## src/rtl/wwd_output_port.sv

```systemverilog
// WWD output-port receiver: buffers each committed WWD word in a small FIFO
// and drains it to a host over valid/ready, with stall and sticky overflow flags.
module wwd_output_port #(
    parameter int WORD_BITS = 16,
    parameter int DEPTH     = 4,
    parameter int ADDR_BITS = 2
) (
    input  logic                 clk,
    input  logic                 reset_n,
    input  logic                 open_port,
    input  logic                 inst_commit,
    input  logic [WORD_BITS-1:0] port_data,
    output logic                 stall_req,
    output logic                 out_valid,
    input  logic                 out_ready,
    output logic [WORD_BITS-1:0] out_data,
    output logic [WORD_BITS-1:0] last_word,
    output logic [ADDR_BITS:0]   level,
    output logic                 overflow,
    input  logic                 clr_overflow
);

    localparam logic [ADDR_BITS:0] FULL_LVL = (ADDR_BITS + 1)'(DEPTH);

    logic [WORD_BITS-1:0] mem_q [DEPTH];

    logic [ADDR_BITS-1:0] rd_ptr_q, rd_ptr_d;
    logic [ADDR_BITS-1:0] wr_ptr_q, wr_ptr_d;
    logic [ADDR_BITS:0]   level_q, level_d;
    logic                 overflow_q, overflow_d;
    logic [WORD_BITS-1:0] last_word_q, last_word_d;

    logic wr, rd, full, push, drop;

    always_comb begin
        wr   = open_port & inst_commit;
        full = (level_q == FULL_LVL);
        rd   = (level_q != '0) & out_ready;
        // A write into a full FIFO is accepted only if the same edge pops the head.
        push = wr & (~full | rd);
        drop = wr & full & ~rd;

        rd_ptr_d = rd   ? rd_ptr_q + ADDR_BITS'(1) : rd_ptr_q;
        wr_ptr_d = push ? wr_ptr_q + ADDR_BITS'(1) : wr_ptr_q;

        level_d = level_q;
        case ({push, rd})
            2'b10:   level_d = level_q + (ADDR_BITS + 1)'(1);
            2'b01:   level_d = level_q - (ADDR_BITS + 1)'(1);
            default: level_d = level_q;
        endcase

        // A new drop beats a simultaneous clear.
        overflow_d = overflow_q;
        if (drop)
            overflow_d = 1'b1;
        else if (clr_overflow)
            overflow_d = 1'b0;

        last_word_d = wr ? port_data : last_word_q;
    end

    always_ff @(posedge clk or negedge reset_n) begin
        if (!reset_n) begin
            rd_ptr_q    <= '0;
            wr_ptr_q    <= '0;
            level_q     <= '0;
            overflow_q  <= 1'b0;
            last_word_q <= '0;
        end else begin
            rd_ptr_q    <= rd_ptr_d;
            wr_ptr_q    <= wr_ptr_d;
            level_q     <= level_d;
            overflow_q  <= overflow_d;
            last_word_q <= last_word_d;
        end
    end

    // Storage is never exposed while empty, so it needs no reset.
    always_ff @(posedge clk) begin
        if (push)
            mem_q[wr_ptr_q] <= port_data;
    end

    always_comb begin
        out_valid = (level_q != '0);
        out_data  = out_valid ? mem_q[rd_ptr_q] : '0;
        stall_req = full;
        level     = level_q;
        overflow  = overflow_q;
        last_word = last_word_q;
    end

endmodule

```

## config.mk

```make
export PLATFORM = sky130hd
export DESIGN_NAME = wwd_output_port
export DESIGN_NICKNAME = d
export VERILOG_FILES = /design/src/rtl/wwd_output_port.sv
export SDC_FILE = /design/constraint.sdc
export NUM_CORES = 1
export LEC_CHECK = 0
export CORE_ASPECT_RATIO = 1.75
export CORE_MARGIN = 3
export CORE_UTILIZATION = 40
export CTS_BUF_LIST = sky130_fd_sc_hd__clkbuf_2
export CTS_CLUSTER_SIZE = 16
export DETAILED_ROUTE_END_ITERATION = 16
export GPL_TIMING_DRIVEN = 0
export SETUP_SLACK_MARGIN = 0.02
export SKIP_CTS_REPAIR_TIMING = 1
export SLEW_MARGIN = 20
export SYNTH_ARGS = -nofsm -noshare
export SYNTH_HDL_FRONTEND = slang
export SYNTH_SLANG_ARGS = --single-unit
```

## constraint.sdc

```tcl
create_clock -name clk -period 3.3 [get_ports clk]
set_input_delay 0.33 -clock clk [delete_from_list [all_inputs] [get_ports clk]]
set_output_delay 0.33 -clock clk [all_outputs]
set_load 0.01 [all_outputs]
```

; ---- Word-level counts from Yosys, hierarchy flattened
; Memory sizes are Yosys's and may differ from the RTL's.
; Cells that the tools add are included.
[word_totals]
register_bits = 24
ramBits = 64
output_inout_bits = 38
elab_cells = 30
memories = 1
[mem_list]
columns = name, words, width, read_ports, rd_clocked_by_memory_dff, write_ports, line_no
row1 = mem_q, 4, 16, 1, 0, 1, 25  ; logic [WORD_BITS-1:0] mem_q [DEPTH];
[classes]
add_sub_neg = 4
eq_ne = 3
n_mux = 6
bitwise = 8
n_reduce_logical = 3
[ops]
columns = op, n
row1 = $mux W16, 1
row2 = $pmux W3 S2, 1
row3 = $and A1 B1 Y1, 5
row4 = $add A2 B1 Y2 const B, 2
row5 = $mux W1, 4
row6 = $reduce_bool A2 Y1, 2
row7 = $add A3 B1 Y3 const B, 1
row8 = $eq A3 B3 Y1 const B, 1
row9 = $reduce_bool A3 Y1, 1
row10 = $sub A3 B1 Y3 const B, 1
row11 = $eq A2 B1 Y1 const B, 1
row12 = $eq A2 B2 Y1 const B, 1
row13 = $not A1 Y1, 2
row14 = $or A1 B1 Y1, 1

; ---- Logic depth before layout (Yosys ltp)
[depth]
depth_word = 6
depth_mapped = 7

; ---- Worst setup path before layout
; No wires, ideal clock.
[synth_path]
kind = reg-to-reg
start = register level_q[0], in the netlist level[0]
end = register level_q[1], in the netlist level[1]
arrival_ns = 2.052
required_time_ns = 3.196
setup_slack_ns = 1.144
stages_incl_launch_ff = 8
n_path_buf = 1
synth_period_minus_slack_ns = 2.156
cell_sequence = dfrtp_1 or3_1 clkbuf_1 nand3_1 fa_1 a41oi_1 a21oi_1 a221oi_1
[synth_via]
elab_chain_cells = 6
[synth_lines]
columns = item, line_no
row1 = start: declaration, 29  ; logic [ADDR_BITS:0] level_q, level_d;
row2 = start signal: assignment, 73  ; level_q <= level_d;
row3 = $reduce_bool A3 Y1 (*), n/a
row4 = via out_valid, 14  ; output logic out_valid,
row5 = $and A1 B1 Y1 (*), 38  ; rd = (level_q != '0) & out_ready;
row6 = $or A1 B1 Y1, 40  ; push = wr & (~full | rd);
row7 = $and A1 B1 Y1, 40
row8 = $eq A2 B1 Y1 or $eq A2 B2 Y1 (tied branches), 47  ; case ({push, rd})
row9 = $pmux W3 S2 or $reduce_bool A2 Y1 (tied branches), n/a
; The timed path passes the listed nets; every way through them passes the cells marked *.
; A chain may end at the register's enable or synchronous reset.

; ---- Worst setup path after layout
[layout_path]
start = register level_q[0], in the netlist level[0]
end = output port out_data[1]
[layout_via]
elab_chain_cells = 2
[layout_lines]
columns = item, line_no
row1 = $reduce_bool A3 Y1, 86  ; out_valid = (level_q != '0);
row2 = $mux W16, 87  ; out_data = out_valid ? mem_q[rd_ptr_q] : '0;
row3 = end: declaration, 16  ; output logic [WORD_BITS-1:0] out_data,
; No other way between the ends.

==> flow_summary.yaml <==
die:
  die_y_um: 131
  die_w_um: 77.7
  core_mm2: 0.00873
  die_area_mm2: 0.0102
  rows: 45
  initial_core_util_pct: 41.2
  num_io_pins: 60
grt:
  grt_max_degree: 25
  grt_overflow_total: 0
  use_met3_pct: 3.43
  grt_pass1_vias: 1934
  grt_pass1_wl_um: 10500
  met1_usage_pct: 16.0
  global_route.peak_usage_layer: "met2"
  grtUsageTotal_pct: 14.1
  use_met2_pct: 24.1
  antenna_found_initial: 0
final_layout:
  multi_input_area_um2: 980
  area_growth_pct: 23.0
  nFillCells: 748
  layout_common_cells: "edfxtp_1 (64), clkdlybuf4s50_1 (58), dfrtp_1 (24), and2_1 (22), mux2_2 (17)"
  final-seq-area_mm2: 0.00252
  drive_above_1_share_pct: 18.8
  nets: 288
  layout_commonest_cell: "edfxtp_1"
  antennaDiodeCount: 0
sta:
  max_clock_freq_mhz: 359
  rsz0062_at_grt: "no"
  worstMarginPinSlew_ns: 0.928
  finalCriticalPeriod_ns: 2.79
  finalSetupTns_ns: 0
  hold_violations: 0
  fin_skew_ns: 0.0275
  setup_viol_count_final: 0
  maxSlewHeadroom_pct: 38.1
  post-route-period-util_pct: 84.4
  slew_viol_final: 0
drt:
  via_count: 1876
  drc: 0
  postRouteAntennaNets: 0
  drtIter0Drc: 81
  routed_wl_um: 6650
  dr.pass1.iters: 4
  avgRoutedWirePerCell_um: 17.3
  viasPerCell: 4.90
critical_path:
  criticalPathCategory: "reg2out"
  critPathArrivalTime_ns: 2.46
  critPathCaptureType: "primary output"
  max_stage_delay_ns: 0.50
  required_ns: 2.97
  crit_fanout: 10
  path_cells: "or3_1, clkbuf_1, and2_1, clkdlybuf4s50_1"
  cp_slowest_cell: "dfrtp_1"
  worstSetupStartpointType: "flop"
placement:
  numPortBuffers: 59
  dp.final_hpwl_um: 4380
  gp_congestion: 0.760
pwr:
  p_leak_uw: 0.00158
  max-vdd-ir-drop_uv: 399
  power_uw: 3220
  power.density_mw_per_mm2: 727
worst_hold_path:
  holdCritPathClass: "in2async"
clocking:
  root_buffer: "clkbuf_2"
  cts_htree_levels: 3
  clockBufferDepth: 2
  numCtsBuffers: 9
  cts_sinks: 88
  clk_pin_slew_ns: 0.23
  worstSkewPairLatency_ns: 0.54
  cts_tree: "built"
logic_synthesis:
  ys_seq_area_share_pct: 70.2
  avgSynthCellArea_um2: 18.9
  syn_nets: 217
  synth-seq-cells: 88
  syn_inst: 190
  ys.warnings.count: 0
  synthDistinctLibCells: 31
  netlist_area_mm2: 0.00359
flow_run:
  maxCapViolCount: 0
outcome:
  outcome: "completed"
synthesized netlist by cell type:
cell,instances,area (µm²)
mux2_2,17,191
a31o_2,1,8.76
xnor2_1,5,43.8
nor2_1,1,3.75
dfrtp_1,24,601
o32a_1,1,10.0
mux4_2,8,180
a41oi_1,1,8.76
inv_1,6,22.5
or3_1,2,12.5
buf_2,4,20.0
o221ai_1,1,8.76
nand3b_1,1,7.51
ha_1,4,50.1
a31oi_1,1,6.26
a221oi_1,1,8.76
a2bb2oi_1,1,8.76
nand2b_1,1,6.26
a21oi_1,2,10.0
a21o_1,1,7.51
nand2_1,3,11.3
clkbuf_1,2,7.51
edfxtp_1,64,1920
buf_6,2,22.5
o211ai_1,1,7.51
and2_1,22,138
a32o_1,1,10.0
buf_12,1,20.0
mux4_1,8,210
nand3_1,2,10.0
fa_1,1,20.0
through the flow:
| step | worst slack, ns | hold slack [ns] | util [%] | instance area [µm²] | instances |
|---|---|---|---|---|---|
| after floorplan | 1.14 | 0.0344 | - | 3590 | 190 |
| after global placement | 0.652 | 0.475 | 49.6 | 4330 | 366 |
| after detailed placement | 0.611 | 0.381 | 49.6 | 4330 | 366 |
| after CTS | 0.430 | -0.264 | 50.6 | 4410 | 382 |
| after global routing | 0.309 | 0.287 | 50.7 | 4420 | 383 |
| final | 0.514 | 0.286 | 50.7 | 4420 | 383 |
sequential cells by signal, indices dropped and copies added, names as in the netlist:
name       cells
overflow       1
mem_q         64
rd_ptr_q       2
wr_ptr_q       2
level          3
last_word     16
layout make-up:
class                      count  share of cell area, %
sequential                    88                   57.0
multi-input combinational     87                   22.1
timing repair buffer          60                   13.5
tap                          117                   3.31
buffer                         9                   1.58
clock buffer                  10                   1.13
clock inverter                 6                  0.820
inverter                       6                  0.509
power breakdown:
part	leakage (µW)	switching, µW	total (µW)	internal (µW)
clock network	0.0000614	349	447	98.2
logic	0.000651	565	1340	772
registers	0.000866	81.7	1430	1350
final timing paths:
path,startpoint,endpoint,depth (start not counted),slack (ns)
setup / recovery,level[0],out_data[1],4,0.51
min in group clk,clr_overflow,overflow,3,0.35
max in group asynchronous,reset_n,rd_ptr_q[0],2,2.59
hold reg to reg,overflow,overflow,1,0.53
hold / removal,reset_n,last_word[0],2,0.29
setup reg to reg,level[0],level[1],7,0.80
routing by layer:
| layer | vias to the layer above | routed length (µm) |
|---|---|---|
| met5 | - | 0 |
| met1 | 942 | 2560 |
| met2 | 46 | 3670 |
| li1 | 877 | - |
| met3 | 11 | 267 |
| met4 | 0 | 148 |
cells by family after synthesis:
group	Yosys count	share of synthesized area, %
AND/OR/NAND/NOR	32	5.26
XOR/XNOR	5	1.22
adder cells (fa/ha/maj)	5	1.95
AO/OA/AOI/OAI	12	2.65
flip-flops	88	70.2
multiplexers	33	16.2
buffers and inverters	15	2.58
worst max-delay path: cells and delay by family, from the launching register on:
kind / cells / cell delay (ns)
flops: 1 / 0.50
simple gates: 2 / 0.68
buf+inv: 2 / 0.75
Power figures use the tool's default switching activity.
